File: src/rtl/calc_pkg.sv
// Shared types and constants for the calculator sequencer: state encodings,
// default widths, progress-LED patterns and flag bit positions.
package calc_pkg;

  localparam int unsigned DataWDef = 8;
  localparam int unsigned OpWDef   = 4;

  typedef enum logic [2:0] {
    StIdle  = 3'b000,
    StHaveA = 3'b001,
    StHaveB = 3'b010,
    StExec  = 3'b011,
    StShow  = 3'b100
  } state_e;

  localparam logic [5:0] LedIdle  = 6'b000001;
  localparam logic [5:0] LedHaveA = 6'b000011;
  localparam logic [5:0] LedHaveB = 6'b000111;
  localparam logic [5:0] LedExec  = 6'b001111;
  // SHOW places overflow and carry above this fixed low nibble.
  localparam logic [3:0] LedShowLow = 4'b1111;

  localparam int unsigned FlagZero  = 0;
  localparam int unsigned FlagCarry = 1;
  localparam int unsigned FlagOvf   = 2;

endpackage

File: src/rtl/button_edge.sv
// Raw button conditioner: two-flop synchronizer, then a registered
// rising-edge pulse one clock wide per press.
module button_edge (
  input  logic clock,
  input  logic reset,
  input  logic btn,
  output logic pulse
);

  logic sync1_q;
  logic sync2_q;
  logic prev_q;
  logic pulse_q;

  always_ff @(posedge clock) begin
    if (reset) begin
      sync1_q <= 1'b0;
      sync2_q <= 1'b0;
      prev_q  <= 1'b0;
      pulse_q <= 1'b0;
    end else begin
      sync1_q <= btn;
      sync2_q <= sync1_q;
      prev_q  <= sync2_q;
      pulse_q <= sync2_q & ~prev_q;
    end
  end

  assign pulse = pulse_q;

endmodule

File: src/rtl/calc_sequencer.sv
// Operand/opcode sequencer for ALU8 with result/flag capture for display.
// Optional CALC_CHAIN_EN: Enter in SHOW reuses Result as operand A.
module calc_sequencer
  import calc_pkg::*;
#(
  parameter int unsigned DATA_W = DataWDef,
  parameter int unsigned OP_W   = OpWDef
) (
  input  logic                   clock,
  input  logic                   reset,
  input  logic [DATA_W+OP_W-1:0] Switchs,
  input  logic                   Enter,
  input  logic                   Clear,
  output logic [DATA_W-1:0]      AluA,
  output logic [DATA_W-1:0]      AluB,
  output logic [OP_W-1:0]        AluOp,
  input  logic [DATA_W-1:0]      AluResult,
  input  logic                   AluZero,
  input  logic                   AluCarry,
  input  logic                   AluOverflow,
  output logic [DATA_W-1:0]      Result,
  output logic [2:0]             Flags,
  output logic                   ResultValid,
  output logic [2:0]             Phase,
  output logic [5:0]             Leds
);

  logic enter_p;
  logic clear_p;

  button_edge u_enter_edge (
    .clock (clock),
    .reset (reset),
    .btn   (Enter),
    .pulse (enter_p)
  );

  button_edge u_clear_edge (
    .clock (clock),
    .reset (reset),
    .btn   (Clear),
    .pulse (clear_p)
  );

  state_e              state_q;
  logic [DATA_W-1:0]   alu_a_q;
  logic [DATA_W-1:0]   alu_b_q;
  logic [OP_W-1:0]     alu_op_q;
  logic [DATA_W-1:0]   result_q;
  logic [2:0]          flags_q;
  logic                valid_q;
  logic [5:0]          leds_q;

  // Clear outranks Enter; a simultaneous Enter pulse is simply discarded.
  always_ff @(posedge clock) begin
    if (reset || clear_p) begin
      state_q  <= StIdle;
      alu_a_q  <= '0;
      alu_b_q  <= '0;
      alu_op_q <= '0;
      result_q <= '0;
      flags_q  <= '0;
      valid_q  <= 1'b0;
      leds_q   <= LedIdle;
    end else begin
      case (state_q)
        StIdle: begin
          if (enter_p) begin
            alu_a_q <= Switchs[DATA_W-1:0];
            state_q <= StHaveA;
            leds_q  <= LedHaveA;
          end
        end
        StHaveA: begin
          if (enter_p) begin
            alu_b_q <= Switchs[DATA_W-1:0];
            state_q <= StHaveB;
            leds_q  <= LedHaveB;
          end
        end
        StHaveB: begin
          if (enter_p) begin
            alu_op_q <= Switchs[DATA_W+OP_W-1:DATA_W];
            state_q  <= StExec;
            leds_q   <= LedExec;
          end
        end
        StExec: begin
          result_q <= AluResult;
          flags_q  <= {AluOverflow, AluCarry, AluZero};
          valid_q  <= 1'b1;
          state_q  <= StShow;
          leds_q   <= {AluOverflow, AluCarry, LedShowLow};
        end
        StShow: begin
          if (enter_p) begin
            valid_q <= 1'b0;
`ifdef CALC_CHAIN_EN
            alu_a_q <= result_q;
            alu_b_q <= Switchs[DATA_W-1:0];
            state_q <= StHaveB;
            leds_q  <= LedHaveB;
`else
            alu_a_q <= Switchs[DATA_W-1:0];
            state_q <= StHaveA;
            leds_q  <= LedHaveA;
`endif
          end
        end
        default: begin
          state_q <= StIdle;
          valid_q <= 1'b0;
          leds_q  <= LedIdle;
        end
      endcase
    end
  end

  assign AluA        = alu_a_q;
  assign AluB        = alu_b_q;
  assign AluOp       = alu_op_q;
  assign Result      = result_q;
  assign Flags       = flags_q;
  assign ResultValid = valid_q;
  assign Phase       = state_q;
  assign Leds        = leds_q;

endmodule
File: config.mk
export PLATFORM = sky130hd
export DESIGN_NAME = calc_sequencer
export DESIGN_NICKNAME = d
export VERILOG_FILES = /design/src/rtl/calc_pkg.sv /design/src/rtl/button_edge.sv /design/src/rtl/calc_sequencer.sv
export SDC_FILE = /design/constraint.sdc
export NUM_CORES = 1
export LEC_CHECK = 0
export ABC_CLOCK_PERIOD_IN_PS = 2700
export CORE_MARGIN = 2
export CORE_UTILIZATION = 46
export CTS_CLUSTER_DIAMETER = 200
export CTS_CLUSTER_SIZE = 16
export DETAILED_ROUTE_END_ITERATION = 7
export HOLD_SLACK_MARGIN = 0.03
export MAX_ROUTING_LAYER = met4
export PLACE_DENSITY = 0.82
export SETUP_SLACK_MARGIN = 0.05
export SYNTH_ARGS = -nofsm -noshare
export SYNTH_HDL_FRONTEND = slang
export SYNTH_SLANG_ARGS = --single-unit
export TNS_END_PERCENT = 30
File: constraint.sdc
create_clock -name clock -period 2.7 [get_ports clock]
set_input_delay 0.405 -clock clock [delete_from_list [all_inputs] [get_ports clock]]
set_output_delay 0.405 -clock clock [all_outputs]
set_load 0.03 [all_outputs]
# Word level (Yosys, flattened, before mapping)
# Cells that the tools add are included.
[op_classes]
eq_ne = 8
muxes = 10
n_bitwise = 5
n_reduce_logical = 9
[op_table]
columns = ["op", "n"]
rows = [
  ["$pmux W6 S4", 1],
  ["$mux W6", 3],
  ["$pmux W3 S4", 1],
  ["$mux W3", 3],
  ["$ne A2 B1 Y1 const B", 4],
  ["$reduce_and A2 Y1", 4],
  ["$eq A3 B2 Y1 const B", 2],
  ["$eq A3 B1 Y1 const B", 1],
  ["$eq A3 B3 Y1 const B", 1],
  ["$logic_not A3 Y1", 1],
  ["$not A1 Y1", 3],
  ["$pmux W1 S3", 1],
  ["$reduce_and A3 Y1", 1],
  ["$reduce_or A3 Y1", 1],
  ["$and A1 B1 Y1", 2],
  ["$reduce_or A2 Y1", 1],
  ["$logic_or A1 B1 Y1", 1],
  ["$mux W1", 1],
]
[totals]
reg_bits = 49
in_bits = 27
elab_cells = 48

# Logic depth before layout (Yosys ltp)
[logic_depth]
ltp_word = 4
ltp_mapped = 5
ltp_nobuf = 3

# By module
# A second synthesis with hierarchy kept.
[hier_totals]
cells_unflattened = 189
area_unflattened_um2 = 1796.7
[modules_own_cells]
columns = ["mod", "n_inst", "cells_each", "area_per_inst_um2"]
rows = [
  ["calc_sequencer", 1, 173, 1574.0],
  ["button_edge", 2, 8, 111.4],
]

# Worst setup path after synthesis
# No wires, ideal clock.
[synth_path]
path_type = "flip-flop to flip-flop"
startpoint = "register state_q[0], in the netlist Phase[0]"
endpoint = "register alu_b_q[0], in the netlist AluB[0]"
setup_time_ns = 0.117
arrival_time_ns = 1.221
required_ns = 2.583
setup_slack_ns = 1.362
path_stages_with_launch = 5
path_buffers = 1
path_cell_list = "dfxtp_1 -> and4bb_2 -> buf_6 -> mux2i_1 -> nor2_1"
[synth_via]
elab_chain_cells = 2
[synth_lines]
columns = ["item", "line", "rtl"]
rows = [
  ["from (decl)", "calc_sequencer.sv:45", "state_e state_q;"],
  ["from (signal assigned)", "calc_sequencer.sv:57", "state_q <= StIdle;"],
  ["from (signal assigned)", "calc_sequencer.sv:70", "state_q <= StHaveA;"],
  ["from (signal assigned)", "calc_sequencer.sv:77", "state_q <= StHaveB;"],
  ["$eq A3 B1 Y1", "calc_sequencer.sv:66", "case (state_q)"],
  ["$reduce_and A2 Y1 (no source line)", "-", ""],
  ["to (signal assigned)", "calc_sequencer.sv:76", "alu_b_q <= Switchs[DATA_W-1:0];"],
  ["to (decl)", "calc_sequencer.sv:47", "logic [DATA_W-1:0] alu_b_q;"],
]
# Every way passes these cells.
# A chain may end at the register's enable or synchronous reset.

# Worst setup path after layout
[layout_path]
startpoint = "register state_q[0], in the netlist Phase[0]"
endpoint = "output port Phase[0]"
[layout_lines]
columns = ["item", "line", "rtl"]
rows = [
  ["to (decl)", "calc_sequencer.sv:24", "output logic [2:0] Phase,"],
]
# No word-level cell between the ends.

==> results.toml <==
[outcome]
outcome = "finished clean"

[pwr]
power.leakage_nw = 0.863
p_clk_share_pct = 33.8
p_sw_share_pct = 21.6
power.share.combinational_pct = 8.2
power_switching_mw = 0.271
p_int_mw = 0.983
post-layout-total-power_mw = 1.25
sequentialPowerShare_pct = 57.9
power_per_unit_of_standard_cell_area_nw_per_um2 = 499
peakVddDrop_mv = 0.305

[floorplanning]
start_util_pct = 48.4
die_width_um = 66.3
core_area_um2 = 3690
std_cell_rows = 22
top_level_ports = 68
full_die_area_um2 = 4400
die_y_um = 66.3

[clocking]
tritoncts = "yes"
clk_pin_slew_ns = 0.08
post_cts_resized = 0
worstSkewPairLatency_ns = 0.29
postCtsHoldBufs = 0
numCtsBuffers = 5
tritoncts_num_sinks = 48
clock_tree.htree_level_count = 2
cts_post_setup_buffers_inserted = 0
cts_root_buffer = "sky130_fd_sc_hd__clkbuf_8"
clk_path_buf_depth = 2

[synthesis]
yosys_register_bits = 48
seq_area_frac_synth_pct = 53.8
yosysUniqueCellTypes = 33
postSynth.asyncResetShare_pct = 0
synthDominantCellAreaShare_pct = 53.8
mapped_nets = 212
synth_edf_count = 0
synth_area_per_cell_um2 = 9.66
postSynthCellCount = 185
synth_flop_cell = "sky130_fd_sc_hd__dfxtp_1"
yosys_warnings = 0
post_synth_main_area_contributors = "sky130_fd_sc_hd__dfxtp_1 54%, sky130_fd_sc_hd__mux2i_1 9.0%, sky130_fd_sc_hd__nand2_1 5.7%"
syn_area_um2 = 1790
synth_largest_area_cell = "sky130_fd_sc_hd__dfxtp_1"

[detailed_routing]
drt_pre_antenna_iters = 4
avgRoutedWirePerCell_um = 12.2
dr.first_iter.drc_count = 68
highest-signal-layer = "met4"
drc = 0
routed_wirelength_um = 3590
wl_met1_um = 1730
postRouteAntennaNets = 0
met2_wirelength_um = 1510
vias_per_cell = 4.92
routed-via-count = 1451
met3WireLength_um = 335

[placed_design]
dp_hpwl_um = 2440
detailedPlace.worstSlack_ns = 0.638
gp_congestion = 0.685
dp_cells = 287
io_buffers = 66

[final_layout]
commonest_cells_after_routing_fill_and_taps_aside = "66 x sky130_fd_sc_hd__clkdlybuf4s50_1, 48 x sky130_fd_sc_hd__dfxtp_1, 27 x sky130_fd_sc_hd__nand2_1"
stdcell_count = 295
antenna_cells_inserted = 0
mostFrequentLayoutCell = "sky130_fd_sc_hd__clkdlybuf4s50_1"
seq_area_um2 = 961
nFillCells = 312
multi_input_area_um2 = 722
syn2layout_area_growth_pct = 40.6
final_layout_size_suffix_gt1_share_pct = 5.26
final_net_count = 273

[timing]
max_clock_freq_mhz = 469
setup-violations-final = 0
final.setup.tns_ns = 0
slew_worst_pin_ns = 0.682
post-route-period-util_pct = 79.0
slew_headroom_pct = 54.6
max_slew_violation_total_from_the_final_report = 0
unrepaired_setup_endpoints_after_global_routing = "no"
skew_ns = 0.00252
postLayoutSetupSlackWorst_ns = 0.568
post-route-min-period_ns = 2.13
hold_violations = 0

[worst_setup_path]
setup.worst_path.start_class = "flop"
worstPathBufferInverterCount = 1
critical-path-max-stage-delay_ns = 0.77
critical_path_arrival_ns = 1.73
critical_path_rt_ns = 2.30
critical_path.max_fanout = 17
endpoint_kind = "primary output"
crit_type = "flop to primary output"
cp_cell_sequence = "clkdlybuf4s50_1"
crit_family = "buffers and inverters"
critical_path.slowest_cell = "sky130_fd_sc_hd__clkdlybuf4s50_1"

[global_routing]
grt_pass1_vias = 1269
antenna_found_initial = 0
first_pass_grt_wire_length_um = 5750
grt_remaining_overflow = 0
grt_max_degree = 36
globalRouteTotalUtil_pct = 17.4

[hold_path]
min_path_type = "flop to flop"

[flow_run]
timing.max_cap.violations = 0
==> state kept, by name, indices dropped and copies added (netlist names), 3 cells and up <==
register  count
AluA          8
AluOp         4
Phase         3
AluB          8
Leds          5
Flags         3
Result        8
==> cell usage after synthesis (2+ instances only) <==
library cell               number
sky130_fd_sc_hd__nor3_1         3
sky130_fd_sc_hd__nand3b_1       3
sky130_fd_sc_hd__nand3_1        4
sky130_fd_sc_hd__o21ai_0        7
sky130_fd_sc_hd__nor2b_1        8
sky130_fd_sc_hd__a32o_1         2
sky130_fd_sc_hd__dfxtp_1       48
sky130_fd_sc_hd__nand2_1       27
sky130_fd_sc_hd__a21oi_1       15
sky130_fd_sc_hd__buf_4          2
sky130_fd_sc_hd__buf_2          7
sky130_fd_sc_hd__mux2i_1       16
sky130_fd_sc_hd__nor2_1        20
sky130_fd_sc_hd__buf_6          4
==> cell families (layout without fill, tap and decap cells) <==
logic type      after synthesis  after routing  synth area share (%)
fa+ha+maj                     1              1                 0.560
compound gates               28             28                  9.10
mux                          17             17                  9.59
flops                        48             48                  53.8
other cells                   1              1                 0.210
simple gates                 75             75                  20.9
buf+inv                      15             77                  5.81
==> cell type report <==
| class | instances | share of cell area (%) |
|---|---|---|
| clock buffers | 8 | 3.59 |
| multi-input cells | 122 | 28.7 |
| repair buffers | 68 | 26.9 |
| well taps | 48 | 2.39 |
| inverters | 1 | 0.149 |
| flip-flops and latches | 48 | 38.2 |
==> routing by layer <==
layer,GRT usage [%],vias to the layer above
li1,-,740
met1,23.3,651
met2,24.9,58
met3,6.47,2
met4,4.59,0
met5,-,-
==> power groups by stage <==
| stage | clock network [mW] | registers [mW] | logic, mW |
|---|---|---|---|
| final | 0.424 | 0.726 | 0.103 |
| after CTS | 0.436 | 0.726 | 0.104 |
| after detailed placement | 0 | 0.743 | 0.103 |
| after floorplan | 0 | 0.750 | 0.0413 |
| after global routing | 0.467 | 0.728 | 0.111 |
| after global placement | 0 | 0.743 | 0.102 |
==> final timing paths <==
kind / slack [ns] / endpoint / cells after the start / from
max: 0.57 / Phase[0] / 1 / Phase[0]
min: 0.39 / u_enter_edge.pulse / 1 / u_enter_edge.prev_q
max reg2reg: 1.12 / AluB[5] / 3 / Phase[0]
min reg2reg: 0.39 / u_enter_edge.pulse / 1 / u_enter_edge.prev_q
==> per-stage QoR <==
stage | cell area (um^2) | hold slack, ns | util, %
after floorplan | 1790 | 0.367 | -
after global placement | 2420 | 0.370 | 65.7
after detailed placement | 2420 | 0.376 | 65.7
after CTS | 2510 | 0.388 | 68.1
after global routing | 2510 | 0.415 | 68.1
final | 2510 | 0.385 | 68.1
(Power assumes the default switching activity.)
